## config.mk

```make
export PLATFORM = sky130hd
export DESIGN_NAME = gemm_hls_deadlock_reporter
export DESIGN_NICKNAME = d
export VERILOG_FILES = /design/src/rtl/gemm_dl_pkg.sv /design/src/rtl/gemm_dl_prio_enc.sv /design/src/rtl/gemm_hls_deadlock_reporter.sv
export SDC_FILE = /design/constraint.sdc
export NUM_CORES = 1
export LEC_CHECK = 0
export CORE_MARGIN = 4
export CORE_UTILIZATION = 49
export CTS_BUF_LIST = sky130_fd_sc_hd__clkbuf_16
export DETAILED_ROUTE_END_ITERATION = 10
export MAX_ROUTING_LAYER = met4
export PLACE_DENSITY = 0.83
export SLEW_MARGIN = 20
export SYNTH_ARGS = -nofsm -noshare
export SYNTH_HDL_FRONTEND = slang
export SYNTH_SLANG_ARGS = --single-unit
```

## constraint.sdc

```tcl
create_clock -name clock -period 2.64 [get_ports clock]
set_input_delay 0.792 -clock clock [delete_from_list [all_inputs] [get_ports clock]]
set_output_delay 0.792 -clock clock [all_outputs]
set_load 0.02 [all_outputs]
```

## src/rtl/gemm_dl_pkg.sv

```systemverilog
// Shared definitions for the gemm deadlock reporter: FSM states, report tags and widths.
package gemm_dl_pkg;

  typedef enum logic [1:0] {
    WATCH,
    CONFIRM,
    REPORT,
    HOLD
  } dl_state_t;

  // Trailing records emitted once every INST record has gone out.
  typedef enum logic [1:0] {
    REC_TS_LO,
    REC_TS_HI,
    REC_END
  } dl_rec_t;

  localparam logic [3:0] TAG_INST  = 4'h1;
  localparam logic [3:0] TAG_TS_LO = 4'h2;
  localparam logic [3:0] TAG_TS_HI = 4'h3;
  localparam logic [3:0] TAG_END   = 4'hF;
  localparam int         TS_W      = 24;

endpackage

```

## src/rtl/gemm_dl_prio_enc.sv

```systemverilog
// Lowest-set-bit encoder: index of the lowest set bit of vec, plus an any-bit-set flag.
module gemm_dl_prio_enc #(
  parameter int N     = 4,
  parameter int IDX_W = 2
) (
  input  logic [N-1:0]     vec,
  output logic [IDX_W-1:0] idx,
  output logic             any
);

  always_comb begin
    idx = '0;
    any = 1'b0;
    for (int unsigned i = 0; i < N; i++) begin
      if (vec[i] && !any) begin
        idx = IDX_W'(i);
        any = 1'b1;
      end
    end
  end

endmodule

```

## src/rtl/gemm_hls_deadlock_reporter.sv

```systemverilog
// Qualifies monitor block flags with a persistence threshold and streams a deadlock report.
// Optional GEMM_DL_TIMESTAMP_EN adds a 24-bit cycle stamp (TS_LO/TS_HI records) before END.
module gemm_hls_deadlock_reporter
  import gemm_dl_pkg::*;
#(
  parameter int NUM_MON = 4,
  parameter int THRESH  = 1024
) (
  input  logic               clock,
  input  logic               reset,
  input  logic               run,
  input  logic [NUM_MON-1:0] mon_block,
  input  logic               clear,
  output logic               rpt_valid,
  input  logic               rpt_ready,
  output logic [15:0]        rpt_data,
  output logic               deadlock,
  output logic [NUM_MON-1:0] dl_mask
);

  localparam int CNT_W = $clog2(THRESH) + 1;
  localparam int IDX_W = (NUM_MON > 1) ? $clog2(NUM_MON) : 1;

`ifdef GEMM_DL_TIMESTAMP_EN
  localparam dl_rec_t TAIL_START = REC_TS_LO;
`else
  localparam dl_rec_t TAIL_START = REC_END;
`endif

  dl_state_t          state, state_n;
  dl_rec_t            tail, tail_n;
  logic [CNT_W-1:0]   cnt, cnt_n;
  logic [NUM_MON-1:0] mask, mask_n;
  logic [NUM_MON-1:0] work, work_n;
  logic [NUM_MON-1:0] dl_mask_n;
  logic [7:0]         inst_cnt, inst_cnt_n;
  logic               deadlock_n;
  logic [IDX_W-1:0]   low_idx;
  logic               low_any;
  logic               blocked;
  logic               xfer;
  logic [TS_W-1:0]    ts_cap;

  assign blocked   = run & (|mon_block);
  assign rpt_valid = (state == REPORT);
  assign xfer      = rpt_valid & rpt_ready;

  gemm_dl_prio_enc #(
    .N     (NUM_MON),
    .IDX_W (IDX_W)
  ) u_prio_enc (
    .vec (work),
    .idx (low_idx),
    .any (low_any)
  );

  always_ff @(posedge clock) begin
    if (reset || clear) begin
      state    <= WATCH;
      tail     <= REC_END;
      cnt      <= '0;
      mask     <= '0;
      work     <= '0;
      inst_cnt <= '0;
      deadlock <= 1'b0;
      dl_mask  <= '0;
    end else begin
      state    <= state_n;
      tail     <= tail_n;
      cnt      <= cnt_n;
      mask     <= mask_n;
      work     <= work_n;
      inst_cnt <= inst_cnt_n;
      deadlock <= deadlock_n;
      dl_mask  <= dl_mask_n;
    end
  end

  always_comb begin
    state_n    = state;
    tail_n     = tail;
    cnt_n      = cnt;
    mask_n     = mask;
    work_n     = work;
    inst_cnt_n = inst_cnt;
    deadlock_n = deadlock;
    dl_mask_n  = dl_mask;
    case (state)
      WATCH: begin
        if (blocked) begin
          state_n = CONFIRM;
          cnt_n   = CNT_W'(1);
          mask_n  = mon_block;
        end else begin
          cnt_n  = '0;
          mask_n = '0;
        end
      end
      CONFIRM: begin
        if (!blocked) begin
          state_n = WATCH;
          cnt_n   = '0;
          mask_n  = '0;
        end else if (cnt == CNT_W'(THRESH - 1)) begin
          state_n    = REPORT;
          deadlock_n = 1'b1;
          mask_n     = mask | mon_block;
          dl_mask_n  = mask | mon_block;
          work_n     = mask | mon_block;
          inst_cnt_n = '0;
          tail_n     = TAIL_START;
        end else begin
          mask_n = mask | mon_block;
          cnt_n  = cnt + CNT_W'(1);
        end
      end
      REPORT: begin
        if (xfer) begin
          if (low_any) begin
            // x & (x-1) drops exactly the lowest set bit, i.e. the one just reported
            work_n     = work & (work - NUM_MON'(1));
            inst_cnt_n = inst_cnt + 8'd1;
          end else begin
            case (tail)
              REC_TS_LO: tail_n = REC_TS_HI;
              REC_TS_HI: tail_n = REC_END;
              default:   state_n = HOLD;
            endcase
          end
        end
      end
      HOLD: begin
      end
      default: state_n = WATCH;
    endcase
  end

  always_comb begin
    rpt_data = '0;
    if (state == REPORT) begin
      if (low_any) begin
        rpt_data = {TAG_INST, 12'(low_idx)};
      end else begin
        case (tail)
          REC_TS_LO: rpt_data = {TAG_TS_LO, ts_cap[11:0]};
          REC_TS_HI: rpt_data = {TAG_TS_HI, ts_cap[23:12]};
          default:   rpt_data = {TAG_END, 12'(inst_cnt)};
        endcase
      end
    end
  end

`ifdef GEMM_DL_TIMESTAMP_EN
  logic [TS_W-1:0] ts;

  always_ff @(posedge clock) begin
    if (reset) ts <= '0;
    else       ts <= ts + TS_W'(1);
  end

  // Capture the value ts will hold in the cycle deadlock becomes visible.
  always_ff @(posedge clock) begin
    if (reset || clear)                            ts_cap <= '0;
    else if (state == CONFIRM && state_n == REPORT) ts_cap <= ts + TS_W'(1);
  end
`else
  assign ts_cap = '0;
`endif

endmodule

```

Yosys cells after proc, flatten, opt, wreduce, memory -nomap -nowiden

Index checks and enable logic that the tools add are counted.

Flip-flop bits (word level): 36
Input bits: 9
Output and inout bits: 22
Word-level logic and storage cells: 87

Add/sub/neg operators: 3
Equal/unequal tests: 14
Multiplexer cells: 39
Bitwise operators: 4
Reduce and logical (&&, ||, !) cells: 19

Operators by type and width:

| kind                                                                    | count |
|---|---|
| 16-bit 2-to-1 mux                                                       | 2 |
| 8-bit 2-to-1 mux                                                        | 4 |
| 16-bit case mux with 2 select lines                                     | 1 |
| 4-bit 2-to-1 mux                                                        | 6 |
| 11-bit 2-to-1 mux                                                       | 2 |
| 2-bit 2-to-1 mux                                                        | 11 |
| 11-bit case mux with 2 select lines                                     | 1 |
| 4-bit case mux with 2 select lines                                      | 2 |
| 8-bit case mux with 2 select lines                                      | 1 |
| 6-bit AND reduction                                                     | 2 |
| 11-bit by 1-bit adder with 11-bit output, second input constant         | 1 |
| 11-bit by 10-bit equality test with 1-bit output, second input constant | 1 |
| 2-bit != test, second input constant                                    | 5 |
| 8-bit by 1-bit adder with 8-bit output, second input constant           | 1 |
| 2-bit case mux with 2 select lines                                      | 2 |
| 1-bit 2-to-1 mux                                                        | 6 |
| 3-bit != test, second input constant                                    | 2 |
| 2-bit case mux with 3 select lines                                      | 1 |
| 5-bit AND reduction                                                     | 1 |
| 4-bit bitwise AND                                                       | 1 |
| 2-bit by 1-bit equality test with 1-bit output, second input constant   | 2 |
| 2-bit zero test                                                         | 2 |
| 2-bit by 1-bit != test with 1-bit output, second input constant         | 2 |
| 4-bit bitwise OR                                                        | 1 |
| other kinds (13)                                                        | 19 |

Logic depth before layout (Yosys ltp)

Gate-level depths: netlist of the first run.

Depth in word-level cells: 13
Mapped depth: 8
Gate-level depth less buffers: 6

By module

From an unflattened synthesis of the first run, not the netlist that was laid out.

Cells, all modules: 258
Area total of the unflattened synthesis: 2144.6 sq um

By module, submodules not included:

| module                     | instances | cells each | area an instance (sq um) | seq. area each (sq um) |
|---|---|---|---|---|
| gemm_hls_deadlock_reporter | 1         | 251        | 2109.5                   | 720.7 |
| gemm_dl_prio_enc           | 1         | 7          | 35.0                     | 0.0 |

Least setup slack after synthesis of the first run

No wires, ideal clock.

Path kind: register -> output
Start: register state[0]
End: output port rpt_data[0]
Arrival time: 2.150 ns
Required time: 1.848 ns
Path slack: -0.302 ns
Cell stages (with the launch flop): 6
Path buffers: 1
Path through: dfxtp_1 > inv_1 > ha_1 > inv_1 > clkbuf_1 > a2111oi_0

Longest elaborated chain between the ends: 2

Ends and longest elaborated chain:

| item                     | RTL line                          | text |
|---|---|---|
| start: declaration       | gemm_hls_deadlock_reporter.sv:30  | `dl_state_t state, state_n;` |
| start signal: assignment | gemm_hls_deadlock_reporter.sv:68  | `state <= state_n;` |
| 2-bit equality test      | --                                |  |
| net rpt_valid            | gemm_hls_deadlock_reporter.sv:14  | `output logic rpt_valid,` |
| 16-bit 2-to-1 mux        | gemm_hls_deadlock_reporter.sv:140 | `if (state == REPORT) begin` |
| end: declaration         | gemm_hls_deadlock_reporter.sv:16  | `output logic [15:0] rpt_data,` |

The timed path passes the listed nets, and every way through them passes these cells.

Worst setup path in the final report of the first run

Start: register state[0]
End: output port rpt_valid

Longest elaborated chain between the ends: 1

Ends and longest elaborated chain:

| item                | RTL line                         | text |
|---|---|---|
| 2-bit equality test | gemm_hls_deadlock_reporter.sv:45 | `assign rpt_valid = (state == REPORT);` |
| end: declaration    | gemm_hls_deadlock_reporter.sv:14 |  |

No other way between the ends.

==> results of run 1 <==
## worst reg2reg max path, delay by kind of cell, from the launching register on
| family | cells | cell delay [ns] |
|---|---|---|
| adders and majority gates | 1 | 0.33 |
| AOI/OAI and AO/OA | 2 | 0.36 |
| and+or+nand+nor | 1 | 0.31 |
| DFF | 1 | 0.31 |
| buffers and inverters | 4 | 0.78 |
## power by group
part           switching [mW]  internal (mW)
Sequential            0.00301          0.547
Clock                   0.234          0.348
Combinational          0.0766         0.0564
Total                   0.314          0.951
## placed cells by master (no fill, tap or decap), types with 4 or more instances in the layout
| cell | synthesis | final |
|---|---|---|
| a211oi_1 | 7 | 7 |
| a21oi_1 | 22 | 21 |
| a32oi_1 | 4 | 4 |
| and2_1 | 6 | 6 |
| buf_4 | 5 | 31 |
| clkbuf_16 | 0 | 5 |
| clkdlybuf4s50_1 | 0 | 14 |
| conb_1 | 1 | 4 |
| dfxtp_1 | 36 | 36 |
| dlygate4sd2_1 | 0 | 11 |
| ha_1 | 7 | 7 |
| inv_1 | 6 | 6 |
| mux2i_1 | 6 | 6 |
| nand2_1 | 26 | 26 |
| nand2b_1 | 4 | 4 |
| nand3_1 | 8 | 8 |
| nor2_1 | 16 | 16 |
| o211ai_1 | 4 | 4 |
| o21ai_0 | 6 | 6 |
| o22ai_1 | 6 | 6 |
| or3_1 | 4 | 4 |
## cells by family (layout without fill, tap and decap cells)
family,count (synthesis),after routing,synth area share
flip-flops,36,36,0.328
AO/OA/AOI/OAI,87,87,0.308
other,1,4,0.00171
adder cells (fa/ha/maj),7,7,0.0398
multiplexers,6,6,0.0273
buffers and inverters,24,72,0.0546
AND/OR/NAND/NOR,96,96,0.240
## registers in the layout, indices dropped and copies added, names as in the netlist
register  cells
cnt          11
deadlock      1
dl_mask       4
inst_cnt      8
mask          4
state         2
tail          2
work          4
## worst max path at each step
stage,end,from
2_1_floorplan,rpt_data[2],state[0]
3_3_place_gp,tail[0],mon_block[3]
3_5_place_dp,tail[0],mon_block[3]
4_1_cts,rpt_data[0],work[0]
5_1_grt,rpt_valid,state[0]
6_report,rpt_valid,state[0]
## metrics by stage
stage | utilization | area (sq um) | power, mW | instances
floorplan | - | 2220 | 0.640 | 260
global placement | 0.616 | 2680 | 0.689 | 352
detailed placement | 0.616 | 2680 | 0.691 | 352
CTS | 0.650 | 2830 | 1.27 | 360
global route | 0.650 | 2830 | 1.31 | 360
finish | 0.650 | 2830 | 1.27 | 360
## repair_timing
| item | CTS | global route |
|---|---|---|
| pin swaps | 0 | 0 |
| hold endpoints to repair | 0 | 0 |
| resized for setup | 17 | 5 |
| endpoints found under the setup margin | 12 | 2 |
## routing by layer
metal	up-vias	track usage
li1	1090	-
met1	1036	0.284
met2	108	0.345
met3	19	0.0507
met4	0	0.0988
met5	-	-
## final cells by class
cell class                 instances  area [sq um]  share of cell area
inverter                           7          26.3             0.00928
multi-input combinational        200          1400               0.495
clock buffer                       5           125              0.0442
sequential                        36           721               0.255
clock inverter                     3          18.8             0.00663
tap                               52          65.1              0.0230
timing repair buffer              57           474               0.167
==> results.ini, run 1 <==
[status]
outcome=complete, no violations

[placed_design]
dpl.hpwl_um=4100
gp_congestion=0.857
pre_cts_slack_ns=-0.0615
port_buffers=26

[clock_network]
cts_buffer_depth=2
cts_buffers=5
cts_setup_buffers=0
hold_buffers=0
cts_num_sinks=36
cts_tree=yes
h-tree-depth=2
clk_pin_slew_worst_paths_ns=0.06
root_buffer=clkbuf_16
clkLatencyLatePin_ns=0.28

[sta]
slew_violations=0
worst_slew_pin_slew_ns=0.773
rsz0062_at_grt=no
fin_worst_skew_ns=0.00711
hold_ws_ns=0.461
fmax_ghz=0.390
finalSetupTns_ns=0
slew_headroom=0.480
worst_slack_ns=0.0780
hold_viol=0
finalCriticalPeriod_ns=2.56
finalSetupViolations=0
finalCritPeriodShare=0.970

[yosys]
synth_cell_types=61
ys_seq_area_frac=0.328
synthTopCellsByCount=36 x dfxtp_1, 26 x nand2_1, 22 x a21oi_1, 16 x nor2_1, 8 x nand3_1
synth_area_sq_mm=0.00220
synth_ff_type=dfxtp_1
synth-edff-count=0
avgSynthCellArea_sq_um=8.55
syn_inst=257
ys_warn_count=0
synthArstFlopShare=0
synth_most_common_cell=dfxtp_1
synth-seq-cells=36
synth_largest_area_cell=dfxtp_1
synth.top_cell.area_share=0.328
yosys-top-cells-area=dfxtp_1 33%, a21oi_1 5.0%, nand2_1 4.4%

[layout]
antenna-diode-count=0
drive_gt1_frac=0.198
area_growth_pct=28.8
nets=323
fillers=353

[route]
wl_met3_um=507
vias=2253
wl_per_cell_um=16.2
drt_iter0_markers=257
met1_length_um=2470
totalWireLength_um=5820
top_layer=met4
drt-vias-per-instance=6.26
first_pass_iters=4
ant_nets=0
route.met2.wl_um=2680
drc_errors=0

[grt]
grt_pass1_wl_um=9550
overflow=0
grt_pass1_vias=2061
groute.usage.overall=0.226
grt_max_degree=20
antenna_found_initial=0

[critical_path]
cp_data_required_time_ns=1.85
reg2reg_depth=8
worstSetupStartpointType=register
cp.arrival_ns=1.77
rr_endpoint=dl_mask[2]
cp_max_fo=13
path_cells=inv_1 -> ha_1 -> buf_4 -> buf_4 -> clkdlybuf4s50_1
cpMostUsedCell=buf_4
cpPeakStageDelay_ns=0.64
crit_family=buffers and inverters
endpoint_kind=output pin
r2r_slack_ns=0.46
critPathKind=reg -> out
cp.depth=5
worst-path-buf-inv=4
crit_slowest_cell=clkdlybuf4s50_1
r2r_start=state[1]

[die]
core-area_sq_mm=0.00435
start_util=0.505
num_rows=24
ios=31
dieArea_sq_mm=0.00562
die_w_um=75.0
die_y_um=75.0

[flow_run]
drv_cap=0

[pwr]
powerDensity_mw_per_mm2=447
ir_drop_mv=0.324
p_leak_nw=1.10

[min_path]
hold_depth=1
hp-start=inst_cnt[7]
min_to=inst_cnt[7]
worst_hold_path_type=reg -> reg

Power figures use the tool's default switching activity.
==> run 2, diff against run 1 <==
- SLEW_MARGIN: 20 -> not set
==> results of run 2 <==
The final DEF is identical to that of run 1; final timing and power are the same.
==> run 3, diff against run 2 <==
- CTS_BUF_LIST: sky130_fd_sc_hd__clkbuf_16 -> sky130_fd_sc_hd__clkbuf_8
- GPL_ROUTABILITY_DRIVEN: not set -> 0
- SLEW_MARGIN: not set -> 15
==> results.ini, run 3 (synthesis gave the netlist of run 1 again) <==
[status]
outcome=complete, no violations  ; unchanged

[min_path]
hold_depth=1  ; unchanged
worst_hold_path_type=reg -> reg  ; unchanged
hp-start=inst_cnt[7]  ; unchanged
min_to=inst_cnt[7]  ; unchanged

[grt]
grt_pass1_vias=1998  ; was 2061
overflow=0  ; unchanged
antenna_found_initial=0  ; unchanged
groute.usage.overall=0.215  ; was 0.226
grt_max_degree=20  ; unchanged
grt_pass1_wl_um=9140  ; was 9550 um

[sta]
worst_slew_pin_slew_ns=0.782  ; was 0.773 ns
finalCritPeriodShare=0.956  ; was 0.970
hold_viol=0  ; unchanged
worst_slack_ns=0.116  ; was 0.0780 ns
finalSetupViolations=0  ; unchanged
rsz0062_at_grt=no  ; unchanged
hold_ws_ns=0.462  ; was 0.461 ns
slew_violations=0  ; unchanged
slew_headroom=0.474  ; was 0.480
finalCriticalPeriod_ns=2.52  ; was 2.56 ns
fmax_ghz=0.396  ; was 0.390 GHz
fin_worst_skew_ns=0.0106  ; was 0.00711 ns

[layout]
top_register=cnt  ; unchanged
largest_reg_flops=11  ; unchanged
nets=323  ; unchanged
design_area_sq_mm=0.00278  ; was 0.00283 sq mm
fillers=366  ; was 353
area_growth_pct=26.4  ; was 28.8%
antenna-diode-count=0  ; unchanged
final_common_cell=dfxtp_1  ; unchanged
drive_gt1_frac=0.198  ; unchanged
final_cell_mix=36 x dfxtp_1, 31 x buf_4, 26 x nand2_1  ; unchanged
reg.largest.list=cnt (11), inst_cnt (8)  ; unchanged

[clock_network]
h-tree-depth=2  ; unchanged
cts_buffer_depth=2  ; unchanged
clkLatencyLatePin_ns=0.29  ; was 0.28 ns
root_buffer=clkbuf_8  ; was clkbuf_16
cts_tree=yes  ; unchanged
clk_pin_slew_worst_paths_ns=0.08  ; was 0.06 ns
cts_buffers=5  ; unchanged
cts_setup_buffers=0  ; unchanged
cts_num_sinks=36  ; unchanged
hold_buffers=0  ; unchanged

[critical_path]
reg2reg_depth=8  ; unchanged
cp_max_fo=8  ; was 13
r2r_slack_ns=0.52  ; was 0.46 ns
cp.arrival_ns=1.73  ; was 1.77 ns
cp_data_required_time_ns=1.85  ; about the same
endpoint_kind=output pin  ; unchanged
rr_endpoint=dl_mask[2]  ; unchanged
startpoint=work[0]  ; was state[0]
r2r_start=state[1]  ; unchanged
critPathKind=reg -> out  ; unchanged
worstSetupStartpointType=register  ; unchanged

[pwr]
powerDensity_mw_per_mm2=386  ; was 447 mW/mm^2
power.switching_mw=0.284  ; was 0.314 mW
power_mw=1.07  ; was 1.27 mW
ir_drop_mv=0.258  ; was 0.324 mV
p_leak_nw=1.09  ; was 1.10 nW
pwr-share-clk=0.363  ; was 0.460
sw_frac_of_total=0.265  ; was 0.248
p_int_mw=0.787  ; was 0.951 mW
seqPwrFrac=0.513  ; was 0.435
power_frac_comb=0.123  ; was 0.105

[route]
wl_per_cell_um=15.4  ; was 16.2 um
route.met2.wl_um=2570  ; was 2680 um
top_layer=met4  ; unchanged
met1_length_um=2530  ; was 2470 um
drt-vias-per-instance=6.19  ; was 6.26
drt_iter0_markers=205  ; was 257
drc_errors=0  ; unchanged
wl_met3_um=375  ; was 507 um
vias=2228  ; was 2253
totalWireLength_um=5560  ; was 5820 um
ant_nets=0  ; unchanged
first_pass_iters=5  ; was 4

[die]
die_w_um=75.0  ; unchanged
num_rows=24  ; unchanged
core-area_sq_mm=0.00435  ; unchanged
die_y_um=75.0  ; unchanged
start_util=0.505  ; unchanged
dieArea_sq_mm=0.00562  ; unchanged
ios=31  ; unchanged

[placed_design]
place_area_sq_mm=0.00268  ; unchanged
port_buffers=26  ; unchanged
pre_cts_slack_ns=-0.0615  ; unchanged
dpl.hpwl_um=4100  ; unchanged

[flow_run]
drv_cap=0  ; unchanged

run 3: cell count changes in the layout (fill, tap and decap cells not counted), sizes merged:
cell / change
dlymetal6s2s: +1
clkdlybuf4s50: -1
run 3: final cells by class:
type	instances	area, sq um	area share
clock buffers	5	68.8	0.0248
flip-flops and latches	36	721	0.259
multi-input cells	200	1400	0.505
clock inverters	3	18.8	0.00676
repair buffers	57	477	0.172
well taps	52	65.1	0.0234
inverters	7	26.3	0.00946
run 3: metrics by stage:
stage                     instances  TNS [ns]  utilization
after global routing            360         0        0.638
after detailed placement        352    -0.437        0.616
after floorplan                 260         0            -
after CTS                       360         0        0.637
after global placement          352    -0.100        0.616
final                           360         0        0.638
run 3: repair_timing:
| item | in CTS | in global routing |
|---|---|---|
| hold endpoints to repair | 0 | 0 |
| cloned | 0 | 0 |
| endpoints found under the setup margin | 12 | 3 |
| resized for setup | 17 | 6 |
run 3: critical path: stages, from the launching register on:
cell and delay [ns]:
dfxtp_1 0.38, nor4_4 0.34, and3_4 0.27, and2_1 0.13, dlygate4sd2_1 0.33
run 3: worst max-delay path by stage:
stage               slack (ns)          end  depth (start not counted)
global placement         -0.04      tail[0]                          5
detailed placement       -0.06      tail[0]                          5
finish                    0.12  rpt_data[4]                          4
global route             0.009  rpt_data[1]                          6
CTS                       0.03  rpt_data[0]                          4
floorplan                 0.01  rpt_data[2]                          6
run 3: metal layers:
| layer | GRT usage | up-vias |
|---|---|---|
| met5 | - | - |
| li1 | - | 1081 |
| met3 | 0.0481 | 10 |
| met2 | 0.336 | 86 |
| met1 | 0.276 | 1051 |
| met4 | 0.0692 | 0 |
run 3: power by group through the flow:
stage	logic, mW	clock network [mW]	registers, mW
2_1_floorplan	0.0773	0	0.562
3_3_place_gp	0.128	0	0.562
3_5_place_dp	0.129	0	0.562
4_1_cts	0.130	0.401	0.549
5_1_grt	0.146	0.423	0.550
6_report	0.132	0.389	0.550
